File: src/rtl/dmem_pkg.sv
// Shared types for the data-memory write buffer: entry layout and pointer sizing.
package dmem_pkg;

  // Entries hold a full 30-bit word address; instances compare only the zero-extended AW bits they use.
  localparam int WBUF_AW_MAX = 30;
  localparam int WBUF_DEPTH_DEFAULT = 4;

  typedef struct packed {
    logic [WBUF_AW_MAX-1:0] addr;
    logic [31:0]            data;
  } wbuf_entry_t;

  function automatic int ptr_width(input int depth);
    return (depth > 1) ? $clog2(depth) : 1;
  endfunction

  localparam int WBUF_PTR_W = ptr_width(WBUF_DEPTH_DEFAULT);

endpackage

File: src/rtl/wbuf_fifo.sv
// Circular store buffer: pointers, occupancy, entry storage and a youngest-match lookup.
// Lookup, merge and forwarding always use the pre-edge contents.
module wbuf_fifo
  import dmem_pkg::*;
#(
  parameter int DEPTH = 4,
  parameter int AW    = 6,
  localparam int PW   = ptr_width(DEPTH),
  localparam int CW   = $clog2(DEPTH) + 1
) (
  input  logic          clk,
  input  logic          reset,
  input  logic          push,
  input  logic          pop,
  input  logic          merge,
  input  logic [AW-1:0] push_addr,
  input  logic [31:0]   push_data,
  input  logic [AW-1:0] look_addr,
  output logic          hit,
  output logic [31:0]   hit_data,
  output logic [AW-1:0] head_addr,
  output logic [31:0]   retire_data,
  output logic [CW-1:0] count,
  output logic          full,
  output logic          empty
);

  wbuf_entry_t   entries [DEPTH];
  logic [PW-1:0] head;
  logic [PW-1:0] tail;
  logic [PW-1:0] hit_idx;
  logic [PW-1:0] scan_idx;
  logic          merge_wr;
  logic          alloc;

  assign full  = (count == CW'(DEPTH));
  assign empty = (count == '0);

  // Walk oldest to youngest so the last matching entry wins.
  always_comb begin
    hit      = 1'b0;
    hit_idx  = '0;
    scan_idx = '0;
    for (int k = 0; k < DEPTH; k++) begin
      scan_idx = head + PW'(k);
      if ((CW'(k) < count) && (entries[scan_idx].addr == WBUF_AW_MAX'(look_addr))) begin
        hit     = 1'b1;
        hit_idx = scan_idx;
      end
    end
  end

  assign hit_data  = entries[hit_idx].data;
  assign head_addr = entries[head].addr[AW-1:0];
  assign merge_wr  = push && merge && hit;
  assign alloc     = push && !merge_wr;

  // A merge into the head that retires on the same edge must carry the new data out.
  assign retire_data = (merge_wr && (hit_idx == head)) ? push_data : entries[head].data;

  always_ff @(posedge clk) begin
    if (reset) begin
      head  <= '0;
      tail  <= '0;
      count <= '0;
    end else begin
      if (alloc) tail <= tail + 1'b1;
      if (pop)   head <= head + 1'b1;
      count <= count + CW'(alloc) - CW'(pop);
    end
  end

  always_ff @(posedge clk) begin
    if (!reset) begin
      if (merge_wr) entries[hit_idx].data <= push_data;
      if (alloc)    entries[tail] <= '{addr: WBUF_AW_MAX'(push_addr), data: push_data};
    end
  end

endmodule

File: src/rtl/dmem_wbuf.sv
// Data memory with a posted write buffer and store-to-load forwarding.
// Optional DMEM_WBUF_MERGE_EN folds stores to an already-buffered word into that entry.
module dmem_wbuf
  import dmem_pkg::*;
#(
  parameter int    DEPTH     = 4,
  parameter int    AW        = 6,
  parameter string INIT_FILE = ""
) (
  input  logic                     clk,
  input  logic                     reset,
  input  logic                     memwrite,
  input  logic [31:0]              a,
  input  logic [31:0]              wd,
  output logic [31:0]              rd,
  output logic [$clog2(DEPTH):0]   count,
  output logic                     full,
  output logic                     empty
);

  logic [31:0]   mem [2**AW];
  logic [AW-1:0] word;
  logic          retire;
  logic          merge;
  logic          fwd_hit;
  logic [31:0]   fwd_data;
  logic [AW-1:0] head_addr;
  logic [31:0]   retire_data;
  logic          unused_addr_bits;

  assign word             = a[AW+1:2];
  assign unused_addr_bits = ^{a[31:AW+2], a[1:0]};

`ifdef DMEM_WBUF_MERGE_EN
  assign merge = 1'b1;
`else
  assign merge = 1'b0;
`endif

  // Drain on store-free cycles; a store into a full buffer forces one retire.
  assign retire = memwrite ? full : !empty;

  wbuf_fifo #(.DEPTH(DEPTH), .AW(AW)) u_fifo (
    .clk         (clk),
    .reset       (reset),
    .push        (memwrite),
    .pop         (retire),
    .merge       (merge),
    .push_addr   (word),
    .push_data   (wd),
    .look_addr   (word),
    .hit         (fwd_hit),
    .hit_data    (fwd_data),
    .head_addr   (head_addr),
    .retire_data (retire_data),
    .count       (count),
    .full        (full),
    .empty       (empty)
  );

  always_ff @(posedge clk) begin
    if (!reset && retire) mem[head_addr] <= retire_data;
  end

  assign rd = fwd_hit ? fwd_data : mem[word];

endmodule

File: config.mk
export PLATFORM = sky130hd
export DESIGN_NAME = dmem_wbuf
export DESIGN_NICKNAME = d
export VERILOG_FILES = /design/src/rtl/dmem_pkg.sv /design/src/rtl/wbuf_fifo.sv /design/src/rtl/dmem_wbuf.sv
export SDC_FILE = /design/constraint.sdc
export NUM_CORES = 2
export LEC_CHECK = 0
export CORE_ASPECT_RATIO = 1.25
export CORE_MARGIN = 2
export CORE_UTILIZATION = 50
export DETAILED_ROUTE_END_ITERATION = 10
export DONT_BUFFER_PORTS = 1
export REMOVE_ABC_BUFFERS = 1
export SYNTH_ARGS = -nofsm -noshare
export SYNTH_HDL_FRONTEND = slang
export SYNTH_SLANG_ARGS = --single-unit
export TNS_END_PERCENT = 50
File: constraint.sdc
create_clock -name clk -period 6.2 [get_ports clk]
set_input_delay 1.55 -clock clk [delete_from_list [all_inputs] [get_ports clk]]
set_output_delay 1.55 -clock clk [all_outputs]
set_load 0.05 [all_outputs]
# [Yosys cells after proc, flatten, opt, wreduce, memory -nomap -nowiden]
# Memory sizes are Yosys's and may differ from the RTL's. A register that Yosys moved wholly into a read port is not among the register bits.
# Index checks and enable logic that the tools add are counted.
[classes] order_cmp=4 n_mux=17 n_eq_ne=5 reduce_logical=8 addsub=6
[ops] operator="equality test 30 x 6 -> 1 bit" n=4
[ops] operator="2-to-1 mux 32 bit" n=1
[ops] operator="2-to-1 mux 2 bit" n=6
[ops] operator="2-to-1 mux 1 bit" n=10
[ops] operator="< comparator 1 x 3 -> 1 bit (first input constant)" n=2
[ops] operator="< comparator 2 x 3 -> 1 bit (first input constant)" n=2
[ops] operator="logical AND 1 bit" n=5
[ops] operator="adder 2 x 1 -> 2 bit (second input constant)" n=2
[ops] operator="adder 2 bit (second input constant)" n=2
[ops] operator="adder 3 x 1 -> 3 bit" n=1
[ops] operator="equality test 3 bit (second input constant)" n=1
[ops] operator="zero test 3 bit" n=1
[ops] operator="subtractor 3 x 1 -> 3 bit" n=1
[ops] operator="zero test 1 bit" n=2
[totals] mem_count=2 out_inout_bits=37 ram_bits=2200 ff_bits=7 in_bits=67
[mem_list] name="mem" depth=64 width=32 rd=1 rd_clocked_by_memory_dff=0 write_ports=1 line="dmem_wbuf.sv:21" rtl="logic [31:0] mem [2**AW];"
[mem_list] name="u_fifo.entries" depth=4 width=38 rd=5 rd_clocked_by_memory_dff=1 write_ports=1 line="wbuf_fifo.sv:28" rtl="wbuf_entry_t entries [DEPTH];"

# [Depth between registers and ports, before layout]
# An unclocked memory read counts as a cell.
[logic_depth] ltp_word=9 ltp_mapped=14 ltp_nobuf=11

# [Cells and area by module]
# A second synthesis with hierarchy kept.
[unflattened] hier_cells=4665 area_unflattened_um2=89903.7
[modules_own_cells] module="dmem_wbuf" cells_per_inst=3797 n_inst=1 seq_area_each_um2=61499.0 area_per_inst_um2=79219.7
[modules_own_cells] module="wbuf_fifo" cells_per_inst=868 n_inst=1 seq_area_each_um2=4744.6 area_per_inst_um2=10684.0

# [Worst setup path after synthesis]
# OpenSTA, ideal clock, no wires.
[synth_timing] path_kind="input-to-output" start="input port a[2]" end="output port rd[2]" stages=9 arrival_time_ns=4.647 setup_slack_ns=0.003 cell_sequence="clkbuf_1 buf_2 buf_1 buf_2 mux4_2 mux4_2 a22oi_1 and3_1 a221oi_1"
[synth_via] elab_chain_cells=8 elab_cells_between_ends=19 classes_between="eq/ne: 4; mux: 9; reduce/logical: 4; memory: 2"
[synth_rtl] element="start: declaration" line="dmem_wbuf.sv:13" rtl="input logic [31:0] a,"
[synth_rtl] element="equality test 30 x 6 -> 1 bit" line="wbuf_fifo.sv:46" rtl="if ((CW'(k) < count) && (entries[scan_idx].addr == WBUF_AW_MAX'(look_addr))) begin"
[synth_rtl] element="logical AND 1 bit" line="wbuf_fifo.sv:46"
[synth_rtl] element="2-to-1 mux 2 bit (4 in series)" line="wbuf_fifo.sv:46"
[synth_rtl] element="memory read (4 x 38 bit)"
[synth_rtl] element="2-to-1 mux 32 bit (*)" line="dmem_wbuf.sv:65" rtl="assign rd = fwd_hit ? fwd_data : mem[word];"
[synth_rtl] element="end: declaration" line="dmem_wbuf.sv:15" rtl="output logic [31:0] rd,"
# Every way passes the cells marked *; elsewhere a longest branch is shown, timed or not.

# [Final worst setup path]
[layout_timing] start="input port a[3]" end="output port rd[18]"
# Same word-level chain as after synthesis.

==> results.toml <==
[clock_network]
clock-sinks = 2209
htreeDepth = 4
cts_hold_buf = 0
cts_root_buf = "clkbuf_16"
clk_latency_ns = 0.82
cts_buffer_depth = 3
cts_tree = "built"
cts_made_buffers = 202
clk_pin_slew_ns = 0.07

[yosys]
synthFlopType = "edfxtp_1"
async_flop_share = 0
syn_avg_cell_area_um2 = 23.5
synth_top_family_by_area = "multiplexers"
synth_compound_area_frac = 0.0245
netlist_area_um2 = 87700
synth_seq_cells = 2209
yosysSeqAreaShare = 0.755
yosysUniqueCellTypes = 60
synth-edff-count = 2200
yosys.area_share.simple = 0.0147
yosys_warnings = 0
synth_xor_area_frac = 0.00310
postSynthCellCount = 3737
synth_mux_area_frac = 0.189
synthAdderAreaFrac = 0.00137

[sta]
fin_crit_sh = 1.10
fin_skew_ns = 0.0194
tightest_slew_ns = 1.94
max_freq_ghz = 0.146
slew_headroom = -0.294
final.min_clock_period_ns = 6.83
setup_ws_ns = -0.630
hold_viol = 0
setup_viol = 32
report.final.slew_viol_count = 287

[routing]
drt_iter0_markers = 4174
wirelength_um = 205000
routedWlPerCell_um = 31.9
vias_per_cell = 6.29
post-route-drc-count = 0
dr.pass1.iters = 7
num_vias = 40300
ant_nets = 0

[setup_path]
reg2reg_from = "u_fifo.count[1]$_SDFF_PP0_"
timing.rr.end = "mem[33][8]$_DFFE_PP_"
rr_worst_depth = 10
cpPeakStageDelay_ns = 0.57
cp_cell_sequence = "xnor2_4, nand3_1, a2111oi_4, nand2_2, buf_4, buf_12, a221oi_2, o311ai_1, a211oi_2, buf_4, buf_4"
cp.required_ns = 4.65
critPathMaxFanout = 521
cp_common_cell = "buf_4"
start_kind = "input port"
r2r_setup_slack_ns = 2.79
critPathArrivalTime_ns = 5.28
slowest_stage = "xnor2_4"
cp-endpoint = "rd[18]"
crit_path_end_kind = "output pin"
path_class = "in -> out"
crit_start = "a[3]"

[power]
finalPower_w = 0.0349
net-switching-power_w = 0.00859
p_int_w = 0.0263
comb_power_share = 0.130
cellPowerDensity_nw_per_um2 = 354
ir_drop_mv = 0.324
clockPowerShare = 0.347
leakage_nw = 30.2
power_frac_seq = 0.523
p_sw_frac = 0.246

[cells_and_area]
layout.nets = 3997
final_common_cell = "edfxtp_1"
post-route-util = 0.567
final_cell_mix = "edfxtp_1 (2200), mux4_2 (714), clkbuf_16 (218), buf_4 (160), nor2_4 (66)"
drive_above_1_share = 0.338
area_growth_pct = 12.5
num-fill-cells = 12600

[grt]
first_global_vias = 41300
antenna_found_initial = 10
grt_first_pass_wirelength_um = 292000
grt_max_degree = 522
track_usage = 0.228
overflow = 0

[flow_run]
maxCapViolCount = 0

[status]
status = "finished, violations left"
violations = "max-slew violations, negative setup slack"

[floorplanning]
start_util = 0.504
coreArea_um2 = 174000
die_area_um2 = 179000
rows = 171
die-height_um = 472
io_pins = 104
die_w_um = 379

[placement]
dp_slack_ns = -0.307
hpwl_um = 106000
gp_congestion = 0.777
port_buffers = 0

[worst_hold_path]
hp-class = "reg -> reg"
holdPathStages = 2
-- per-layer routing --
metal	wire length, µm	up-vias	global-route usage	part of all wire
li1	-	16600	-	-
met1	85900	22100	0.328	0.42
met2	103000	1356	0.376	0.51
met3	11900	236	0.0303	0.058
met4	3470	0	0.0509	0.017
met5	0	-	0	0
-- per-stage QoR --
step                      hold WS (ns)  TNS, ns  instances  area (µm²)
after floorplan                  0.514  -147.02       3512       86700
after global placement           0.539    -2.66       6026       91700
after detailed placement         0.560    -5.33       6026       91700
after CTS                        0.576        0       6393       98200
after global routing             0.617    -6.36       6417       98700
final                            0.572   -14.90       6418       98700
-- synth_stat cells, types with 8 or more instances --
library cell | count | share of area
mux4_2 | 714 | 0.18
a22oi_1 | 40 | 0.0034
nand2_1 | 17 | 0.00073
clkbuf_1 | 113 | 0.0048
o311ai_1 | 20 | 0.0020
a211oi_2 | 23 | 0.0033
xnor2_1 | 20 | 0.0020
edfxtp_1 | 2200 | 0.75
nor3_1 | 42 | 0.0024
dfxtp_1 | 9 | 0.0021
xor2_1 | 11 | 0.0011
mux2_2 | 8 | 0.0010
o211a_1 | 26 | 0.0030
buf_2 | 70 | 0.0040
and2_1 | 8 | 0.00057
a21oi_1 | 12 | 0.00068
mux2i_1 | 38 | 0.0043
o22ai_1 | 39 | 0.0028
buf_1 | 27 | 0.0012
ha_1 | 8 | 0.0011
nor2_2 | 21 | 0.0015
nor2b_1 | 8 | 0.00057
and3_1 | 8 | 0.00057
or3_1 | 25 | 0.0018
nor2_1 | 116 | 0.0050
inv_1 | 13 | 0.00056
a221oi_2 | 26 | 0.0045
-- cells by family after synthesis --
family / Yosys count
DFF: 2209
buffers and inverters: 238
and+or+nand+nor: 262
muxes: 760
AOI/OAI and AO/OA: 228
adders and majority gates: 9
xor gates and xnor gates: 31
-- power by group through the flow --
stage                     Combinational (W)  Clock [W]  Sequential (W)
after floorplan                     0.00255          0          0.0187
after global placement              0.00414          0          0.0186
after detailed placement            0.00429          0          0.0186
after CTS                           0.00433     0.0123          0.0183
after global routing                0.00486     0.0129          0.0183
final                               0.00455     0.0121          0.0183
-- repair_timing --
item / in CTS / in global routing
setup endpoints to repair: 32 / 32
gates resized for setup: 11 / 9
gates cloned: 1 / 11
pin swaps: 3 / 4
buffers inserted: 2 / 8
-- layout make-up --
type	count	area [µm²]	area share
well taps	2335	2920	0.0296
multi-input cells	1291	21000	0.213
repair buffers	204	2130	0.0216
flip-flops and latches	2209	66300	0.671
diodes	2	5.00	0.0000507
clock inverters	109	961	0.00974
clock buffers	255	5400	0.0547
inverters	13	48.8	0.000494
-- worst max-delay path: cells and delay by family --
family | cells | cell delay [ns]
xor+xnor | 1 | 0.57
buf+inv | 4 | 0.72
compound gates | 4 | 1.13
simple gates | 2 | 0.33
-- registers in the layout (all words and copies together) (netlist names), named ones only --
signal and count:
u_fifo.count 3, u_fifo.head 2, u_fifo.tail 2, mem 2048, u_fifo.entries 152
-- how the worst min path moves through the flow --
stage,from,to,slack (ns)
2_1_floorplan,u_fifo.tail[1]$_SDFFE_PP0P_,u_fifo.tail[1]$_SDFFE_PP0P_,0.51
3_3_place_gp,u_fifo.tail[1]$_SDFFE_PP0P_,u_fifo.tail[1]$_SDFFE_PP0P_,0.54
3_5_place_dp,u_fifo.tail[1]$_SDFFE_PP0P_,u_fifo.tail[1]$_SDFFE_PP0P_,0.56
4_1_cts,u_fifo.tail[1]$_SDFFE_PP0P_,u_fifo.tail[1]$_SDFFE_PP0P_,0.58
5_1_grt,u_fifo.tail[0]$_SDFFE_PP0P_,u_fifo.tail[0]$_SDFFE_PP0P_,0.62
6_report,u_fifo.tail[0]$_SDFFE_PP0P_,u_fifo.tail[0]$_SDFFE_PP0P_,0.57
(Power assumes the default switching activity.)
